File: src/rtl/bus_pkg.sv
// Shared definitions for the serial memory bus (master and slave sides).
package bus_pkg;

    localparam int unsigned ADDR_W_DEF  = 12;
    localparam int unsigned DATA_W_DEF  = 8;
    localparam int unsigned BURST_W_DEF = 4;
    localparam int unsigned TIMEOUT_DEF = 1024;

    // Burst field carries beats minus this offset.
    localparam int unsigned BURST_ENC_OFFSET = 1;

    typedef enum logic [2:0] {
        ST_IDLE  = 3'd0,
        ST_REQ   = 3'd1,
        ST_ADDR  = 3'd2,
        ST_WDATA = 3'd3,
        ST_RWAIT = 3'd4,
        ST_DONE  = 3'd5
    } state_e;

endpackage

File: src/rtl/shift_reg_piso_sipo.sv
// Shift register usable as PISO (load + shift out MSB) or SIPO (shift in LSB),
// with a bit counter that wraps every W shifts.
module shift_reg_piso_sipo #(
    parameter int unsigned W = 8
) (
    input  logic         clk,
    input  logic         reset,
    input  logic         load,
    input  logic [W-1:0] load_val,
    input  logic         shift,
    input  logic         ser_in,
    output logic [W-1:0] par,
    output logic         ser_next_c,
    output logic         last_c,
    output logic         pre_last_c
);

    localparam int unsigned CNT_W = (W > 1) ? $clog2(W) : 1;

    logic [W-1:0]     sr_q, sr_d;
    logic [CNT_W-1:0] cnt_q, cnt_d;

    assign par        = sr_q;
    assign last_c     = (cnt_q == CNT_W'(W - 1));
    assign pre_last_c = (cnt_q == CNT_W'(W - 2));

    // MSB that will be presented next cycle, so callers can register it.
    assign ser_next_c = load ? load_val[W-1] : (shift ? sr_q[W-2] : sr_q[W-1]);

    // Load has priority so a new word can be taken on the last shift of the old one.
    always_comb begin
        sr_d  = sr_q;
        cnt_d = cnt_q;
        if (load) begin
            sr_d  = load_val;
            cnt_d = '0;
        end else if (shift) begin
            sr_d  = {sr_q[W-2:0], ser_in};
            cnt_d = last_c ? '0 : cnt_q + CNT_W'(1);
        end
    end

    // Register stage.
    always_ff @(posedge clk or negedge reset) begin
        if (!reset) begin
            sr_q  <= '0;
            cnt_q <= '0;
        end else begin
            sr_q  <= sr_d;
            cnt_q <= cnt_d;
        end
    end

endmodule

File: src/rtl/master_port.sv
// Serial bus initiator: takes one parallel request, shifts address/burst/write
// data out MSB-first and assembles serial read data into bytes.
module master_port
    import bus_pkg::*;
#(
    parameter int unsigned ADDR_W  = ADDR_W_DEF,
    parameter int unsigned DATA_W  = DATA_W_DEF,
    parameter int unsigned BURST_W = BURST_W_DEF,
    parameter int unsigned TIMEOUT = TIMEOUT_DEF
) (
    input  logic               clk,
    input  logic               reset,
    input  logic               req_valid,
    output logic               req_ready,
    input  logic               req_write,
    input  logic [ADDR_W-1:0]  req_addr,
    input  logic [BURST_W-1:0] req_burst,
    input  logic [DATA_W-1:0]  wr_data,
    output logic               wr_data_ack,
    output logic [DATA_W-1:0]  rd_data,
    output logic               rd_valid,
    output logic               done,
    output logic               err,
    output logic               busy,
    output logic               read_en,
    output logic               write_en,
    output logic               master_valid,
    output logic               master_ready,
    input  logic               slave_ready,
    input  logic               slave_valid,
    input  logic               slave_tx_done,
    output logic               tx_address,
    output logic               tx_burst,
    output logic               tx_data,
    input  logic               rx_data
);

    localparam int unsigned BEAT_W = BURST_W + 1;
    localparam int unsigned TMO_W  = $clog2(TIMEOUT);
    localparam logic [TMO_W-1:0] TMO_LAST = TMO_W'(TIMEOUT - 1);

    state_e               state_q, state_d;
    logic                 write_q, write_d;
    logic [BURST_W-1:0]   burst_q, burst_d;
    logic [BURST_W-1:0]   burst_sh_q, burst_sh_d;
    logic [BEAT_W-1:0]    beat_q, beat_d;
    logic [TMO_W-1:0]     tmo_q, tmo_d;
    logic                 out_en_q, out_en_d;
    logic                 wr_data_ack_q, wr_data_ack_d;
    logic [DATA_W-1:0]    rd_data_q, rd_data_d;
    logic                 rd_valid_q, rd_valid_d;
    logic                 done_q, done_d;
    logic                 err_q, err_d;
    logic                 busy_q, busy_d;
    logic                 read_en_q, read_en_d;
    logic                 write_en_q, write_en_d;
    logic                 master_valid_q, master_valid_d;
    logic                 master_ready_q, master_ready_d;
    logic                 tx_address_q, tx_address_d;
    logic                 tx_burst_q, tx_burst_d;
    logic                 tx_data_q, tx_data_d;

    logic                 accept;
    logic                 err_next;
    logic                 rx_take;
    logic                 last_beat;
    logic [BEAT_W-1:0]    beats_total;

    logic                 addr_load, addr_shift;
    logic [ADDR_W-1:0]    addr_par;
    logic                 addr_ser_next, addr_last, addr_pre_last;
    logic                 dat_load, dat_shift;
    logic [DATA_W-1:0]    dat_load_val, dat_par;
    logic                 dat_ser_next, dat_last, dat_pre_last;
    logic                 unused_addr_par;

    // Ready is held low until the first clock after reset release.
    assign req_ready = (state_q == ST_IDLE) && out_en_q;
    assign accept    = req_ready && req_valid;

    assign beats_total     = BEAT_W'(burst_q) + BEAT_W'(BURST_ENC_OFFSET);
    assign last_beat       = (beat_q == BEAT_W'(burst_q));
    assign unused_addr_par = ^addr_par;

    // Address path: loaded at accept, shifted out during ADDR.
    shift_reg_piso_sipo #(.W(ADDR_W)) u_addr_sr (
        .clk        (clk),
        .reset      (reset),
        .load       (addr_load),
        .load_val   (req_addr),
        .shift      (addr_shift),
        .ser_in     (1'b0),
        .par        (addr_par),
        .ser_next_c (addr_ser_next),
        .last_c     (addr_last),
        .pre_last_c (addr_pre_last)
    );

    // Data path: PISO for write bytes, SIPO for read bits.
    shift_reg_piso_sipo #(.W(DATA_W)) u_data_sr (
        .clk        (clk),
        .reset      (reset),
        .load       (dat_load),
        .load_val   (dat_load_val),
        .shift      (dat_shift),
        .ser_in     (rx_data),
        .par        (dat_par),
        .ser_next_c (dat_ser_next),
        .last_c     (dat_last),
        .pre_last_c (dat_pre_last)
    );

    // Next-state, datapath control and registered-output decode.
    always_comb begin
        state_d      = state_q;
        write_d      = write_q;
        burst_d      = burst_q;
        burst_sh_d   = burst_sh_q;
        beat_d       = beat_q;
        tmo_d        = tmo_q;
        out_en_d     = 1'b1;
        rd_data_d    = rd_data_q;
        rd_valid_d   = 1'b0;
        err_next     = 1'b0;
        addr_load    = 1'b0;
        addr_shift   = 1'b0;
        dat_load     = wr_data_ack_q;
        dat_load_val = wr_data;
        dat_shift    = 1'b0;
        rx_take      = 1'b0;

        unique case (state_q)
            ST_IDLE: begin
                if (accept) begin
                    state_d      = ST_REQ;
                    write_d      = req_write;
                    burst_d      = req_burst;
                    burst_sh_d   = req_burst;
                    beat_d       = '0;
                    tmo_d        = '0;
                    addr_load    = 1'b1;
                    dat_load     = 1'b1;
                    dat_load_val = '0;
                end
            end
            ST_REQ: begin
                if (slave_ready) begin
                    state_d = ST_ADDR;
                end else if (tmo_q == TMO_LAST) begin
                    state_d  = ST_DONE;
                    err_next = 1'b1;
                end else begin
                    tmo_d = tmo_q + TMO_W'(1);
                end
            end
            ST_ADDR: begin
                addr_shift = 1'b1;
                burst_sh_d = burst_sh_q << 1;
                if (addr_last) begin
                    state_d = write_q ? ST_WDATA : ST_RWAIT;
                    tmo_d   = '0;
                end
            end
            ST_WDATA: begin
                dat_shift = 1'b1;
                if (dat_last) begin
                    if (last_beat) state_d = ST_DONE;
                    else           beat_d  = beat_q + BEAT_W'(1);
                end
            end
            ST_RWAIT: begin
                rx_take = slave_valid && master_ready_q && (beat_q != beats_total);
                if (beat_q == beats_total) begin
                    // Final rd_valid cycle; done follows.
                    state_d = ST_DONE;
                end else if (slave_tx_done && !(rx_take && dat_last && last_beat)) begin
                    state_d  = ST_DONE;
                    err_next = 1'b1;
                end else if (rx_take) begin
                    dat_shift = 1'b1;
                    tmo_d     = '0;
                    if (dat_last) begin
                        rd_valid_d = 1'b1;
                        rd_data_d  = {dat_par[DATA_W-2:0], rx_data};
                        beat_d     = beat_q + BEAT_W'(1);
                    end
                end else if (tmo_q == TMO_LAST) begin
                    state_d  = ST_DONE;
                    err_next = 1'b1;
                end else begin
                    tmo_d = tmo_q + TMO_W'(1);
                end
            end
            ST_DONE: begin
                state_d = ST_IDLE;
            end
            default: begin
                state_d = ST_IDLE;
            end
        endcase

        busy_d         = (state_d != ST_IDLE);
        write_en_d     = busy_d && write_d;
        read_en_d      = busy_d && !write_d;
        done_d         = (state_d == ST_DONE);
        err_d          = done_d && err_next;
        master_valid_d = (state_d == ST_REQ) || (state_d == ST_ADDR) || (state_d == ST_WDATA);
        master_ready_d = (state_d == ST_RWAIT);
        tx_address_d   = (state_d == ST_ADDR) && addr_ser_next;
        tx_burst_d     = (state_d == ST_ADDR) && burst_sh_d[BURST_W-1];
        tx_data_d      = (state_d == ST_WDATA) && dat_ser_next;
        wr_data_ack_d  = ((state_q == ST_ADDR) && write_q && addr_pre_last) ||
                         ((state_q == ST_WDATA) && dat_pre_last && !last_beat);
    end

    // State and output registers.
    always_ff @(posedge clk or negedge reset) begin
        if (!reset) begin
            state_q        <= ST_IDLE;
            write_q        <= 1'b0;
            burst_q        <= '0;
            burst_sh_q     <= '0;
            beat_q         <= '0;
            tmo_q          <= '0;
            out_en_q       <= 1'b0;
            wr_data_ack_q  <= 1'b0;
            rd_data_q      <= '0;
            rd_valid_q     <= 1'b0;
            done_q         <= 1'b0;
            err_q          <= 1'b0;
            busy_q         <= 1'b0;
            read_en_q      <= 1'b0;
            write_en_q     <= 1'b0;
            master_valid_q <= 1'b0;
            master_ready_q <= 1'b0;
            tx_address_q   <= 1'b0;
            tx_burst_q     <= 1'b0;
            tx_data_q      <= 1'b0;
        end else begin
            state_q        <= state_d;
            write_q        <= write_d;
            burst_q        <= burst_d;
            burst_sh_q     <= burst_sh_d;
            beat_q         <= beat_d;
            tmo_q          <= tmo_d;
            out_en_q       <= out_en_d;
            wr_data_ack_q  <= wr_data_ack_d;
            rd_data_q      <= rd_data_d;
            rd_valid_q     <= rd_valid_d;
            done_q         <= done_d;
            err_q          <= err_d;
            busy_q         <= busy_d;
            read_en_q      <= read_en_d;
            write_en_q     <= write_en_d;
            master_valid_q <= master_valid_d;
            master_ready_q <= master_ready_d;
            tx_address_q   <= tx_address_d;
            tx_burst_q     <= tx_burst_d;
            tx_data_q      <= tx_data_d;
        end
    end

    assign wr_data_ack  = wr_data_ack_q;
    assign rd_data      = rd_data_q;
    assign rd_valid     = rd_valid_q;
    assign done         = done_q;
    assign err          = err_q;
    assign busy         = busy_q;
    assign read_en      = read_en_q;
    assign write_en     = write_en_q;
    assign master_valid = master_valid_q;
    assign master_ready = master_ready_q;
    assign tx_address   = tx_address_q;
    assign tx_burst     = tx_burst_q;
    assign tx_data      = tx_data_q;

endmodule

File: config.mk
export PLATFORM = sky130hd
export DESIGN_NAME = master_port
export DESIGN_NICKNAME = d
export VERILOG_FILES = /design/src/rtl/bus_pkg.sv /design/src/rtl/shift_reg_piso_sipo.sv /design/src/rtl/master_port.sv
export SDC_FILE = /design/constraint.sdc
export NUM_CORES = 1
export LEC_CHECK = 0
export BUFFER_PORTS_ARGS = -buffer_cell sky130_fd_sc_hd__buf_2
export CAP_MARGIN = 0
export CORE_MARGIN = 2
export CORE_UTILIZATION = 50
export CTS_CLUSTER_SIZE = 40
export DETAILED_ROUTE_END_ITERATION = 8
export PLACE_DENSITY = 0.82
export SETUP_SLACK_MARGIN = 0.02
export SYNTH_ARGS = -nofsm -noshare
export SYNTH_HDL_FRONTEND = slang
export SYNTH_SLANG_ARGS = --single-unit
File: constraint.sdc
create_clock -name clk -period 2.9 [get_ports clk]
set_input_delay 0.145 -clock clk [delete_from_list [all_inputs] [get_ports clk]]
set_output_delay 0.145 -clock clk [all_outputs]
set_load 0.01 [all_outputs]
==> flow_summary.ini <==
[place]
hpwl_um = 5940
gp_congestion = 0.912
portBuffers = 52

[sta]
hold_viol_final = 0
setup-violations-final = 0
worst_pin_slew_ns = 1.18
slew_violations = 0
rsz0062_at_grt = no
fin_crit_ns = 2.67
relSlewSlack = 0.210
skew_ns = 0.0116
tns_ns = 0
max_clock_freq_mhz = 375
min_period_over_period = 0.919

[yosys]
yosys-mux-area-fraction = 0.0568
syn-cell-area_mm2 = 0.00385
synth-simple-area-share = 0.145
synth_cells = 368
synth_compound_area_frac = 0.216
synth_area_leader_cell = dfrtp_1
yosys_warnings = 0
ys_types = 62
yosysSeqAreaShare = 0.487
synthAdderAreaFrac = 0.0260
synth_top_area_share = 0.487
ys.flop_type = dfrtp_1
ys_ff_latch = 75
synth_top_family_by_area = compound AO/OA/AOI/OAI gates
synth_edf_count = 0
async_flop_share = 1.00
synth_area_leaders = dfrtp_1 49%, mux2_2 4.4%, a222oi_1 3.1%
synthXorXnorAreaFrac = 0.0159
syn_avg_cell_area_um2 = 10.5
synth_fp_nets = 408

[clock_network]
clkLatencyLatePin_ns = 0.35
cts-root-buf = clkbuf_8
clock_sinks = 75
tritoncts = yes
htree_levels = 3
cts_buffers = 9
clk_pin_slew_ns = 0.08
postCtsSetupBuffers = 0
clock_path_buffers = 2

[floorplan]
dieArea_mm2 = 0.00843
dieHeight_um = 91.8
die_x_um = 91.8
start_util = 0.507
rows = 32
io_pins = 53
core-area_mm2 = 0.00761

[worst_setup_path]
rr_worst_depth = 8
r2r_end = tx_data$_DFF_PN0_
worst-setup-path-type = register to register
r2r_slack_ns = 0.23
critPathRequiredTime_ns = 3.12
crit_fanout = 7
cp_data_arrival_time_ns = 2.89
crit_path_end_kind = register
cpLargestDelayFamily = simple AND/OR/NAND/NOR gates
crit_buf_inv = 1
rr_startpoint = u_data_sr.cnt_q[1]$_DFFE_PN0P_
critPathSlowestCell = or4_4
cpPeakStageDelay_ns = 0.56
path_cells = ha_1, ha_1, inv_1, or4_4, o22ai_4, a32oi_2, mux2_2, nor4_1
startpoint_type = register
worst_path_most_repeated_cell = ha_1

[hold_path]
min-delay-start = req_addr[1]
whs_path_depth = 3
hold_path.class = input port to register
min_to = u_addr_sr.par[1]$_DFFE_PN0P_

[route]
dr.pass1.iters = 5
avgViaCountPerCell = 5.88
vias = 3174
wl_per_cell_um = 15.6
routed_wl_um = 8420
drt.antenna.violating_nets = 0
drc_errors = 0
drtIter0Drc = 228

[run_status]
status = finished, final reports clean

[global_route]
grt_max_degree = 44
met2_usage = 0.351
grt_pass1_wl_um = 14700
grt_util_met1 = 0.292
overflow = 0
grt.total_usage = 0.217
grt_pass1_vias = 3177
globalRouteMet3Util = 0.0378
grt_antenna_before_repair = 0
grt_busiest_layer = met2

[run]
drv_cap = 0

[power_and_ir_drop]
power_density_mw_per_mm2 = 854
peakVddDrop_uv = 556
power.leakage_nw = 2.17

[final_layout]
nNetsFinal = 473
syn2layout_area_growth_pct = 18.7
drive_above_1_share = 0.251
n_antenna_cell = 0
fillers = 644
final_core_util = 0.601
## power breakdown
| group | internal [W] | switching, W |
|---|---|---|
| Clock | 0.000492 | 0.000410 |
| Sequential | 0.00134 | 0.000273 |
| Combinational | 0.000660 | 0.000731 |
| Total | 0.00249 | 0.00141 |
## registers in the layout (all words and copies together) (netlist names), 3 cells and up
register	cells
u_data_sr.par	8
beat_q	5
u_data_sr.cnt_q	3
u_addr_sr.par	12
u_addr_sr.cnt_q	4
rd_data	8
state_q	3
tmo_q	10
burst_sh_q	4
burst_q	4
## tightest hold or removal path, delay by kind of cell
family	cells	cell delay, ns
buf+inv	2	0.15
compound gates	1	0.05
## metrics by stage
| step | power, W | cells | worst slack, ns | instance area [um2] | hold slack [ns] |
|---|---|---|---|---|---|
| 3_5_place_dp | 0.00299 | 515 | 0.235 | 4260 | 0.282 |
| 2_1_floorplan | 0.00264 | 368 | 0.478 | 3850 | -0.151 |
| 6_report | 0.00390 | 540 | 0.235 | 4570 | 0.0238 |
| 3_3_place_gp | 0.00290 | 515 | 0.400 | 4260 | 0.269 |
| 4_1_cts | 0.00392 | 540 | 0.197 | 4570 | 0.00592 |
| 5_1_grt | 0.00420 | 540 | 0.0614 | 4570 | 0.0212 |
## what timing repair did
item | 4_1_cts | 5_1_grt
hold buffers | 9 | 0
endpoints found under the hold margin | 40 | 0
resized for setup | 0 | 1
endpoints found under the setup margin | 0 | 1
## cells by family after synthesis
kind of cell | count (synthesis)
flops | 75
fa+ha+maj | 8
buf+inv | 47
compound gates | 100
other cells | 1
mux | 20
xor+xnor | 7
simple gates | 110
## final cells by class
cell class / instances / area [um2] / share of cell area
Timing Repair Buffer: 73 / 457 / 0.0999
Multi-Input combinational cell: 246 / 1780 / 0.390
Clock buffer: 9 / 124 / 0.0271
Clock inverter: 7 / 100 / 0.0219
Tap cell: 102 / 128 / 0.0279
Inverter: 28 / 105 / 0.0230
Sequential cell: 75 / 1880 / 0.410
## synth_stat cells (3+ instances only)
library cell,count
a2111oi_2,6
a21boi_0,4
a21o_1,4
a21oi_1,14
a222oi_1,12
a22o_1,8
and2_1,4
and3_1,4
buf_6,3
clkbuf_1,13
dfrtp_1,75
ha_1,8
inv_1,28
mux2_2,15
mux2i_1,5
nand2_1,19
nand3_1,9
nand3b_1,3
nand4_1,3
nor2_1,29
nor2b_1,9
nor3_1,12
nor3b_1,3
nor4_1,3
o21ai_0,17
o22ai_1,3
or3_1,6
xnor2_1,5
## placed cells by master, fill, tap and decap left out, drive strengths merged, types with 3 or more instances in the layout
cell          n
a2111oi       6
a211oi        4
a21boi        4
a21o          4
a21oi        14
a222oi       12
a22o          8
and2          4
and3          4
buf          64
clkbuf        9
dfrtp        75
dlygate4sd3   9
ha            8
inv          30
mux2         15
mux2i         5
nand2        19
nand3         9
nand3b        3
nand4         3
nor2         29
nor2b         9
nor3         12
nor3b         3
nor4          3
o21ai        18
o22ai         4
or3           6
xnor2         5
## worst max-delay path by stage
| stage | startpoint | end | slack [ns] | cells after the start |
|---|---|---|---|---|
| after floorplan | u_data_sr.cnt_q[0]$_DFFE_PN0P_ | u_data_sr.cnt_q[1]$_DFFE_PN0P_ | 0.48 | 9 |
| after global placement | u_data_sr.cnt_q[0]$_DFFE_PN0P_ | beat_q[2]$_DFFE_PN0P_ | 0.40 | 8 |
| after detailed placement | burst_q[0]$_DFFE_PN0P_ | u_data_sr.par[1]$_DFFE_PN0P_ | 0.24 | 8 |
| after CTS | burst_q[0]$_DFFE_PN0P_ | u_data_sr.par[3]$_DFFE_PN0P_ | 0.20 | 8 |
| after global routing | burst_q[0]$_DFFE_PN0P_ | u_data_sr.par[3]$_DFFE_PN0P_ | 0.06 | 8 |
| final | u_data_sr.cnt_q[1]$_DFFE_PN0P_ | tx_data$_DFF_PN0_ | 0.23 | 8 |
## metal layers
metal | share of wire | up-vias
met4 | 0.021 | 0
met1 | 0.45 | 1547
met2 | 0.48 | 113
li1 | - | 1492
met3 | 0.055 | 22
met5 | 0 | -
No activity file was read; power rests on OpenSTA's default activity.
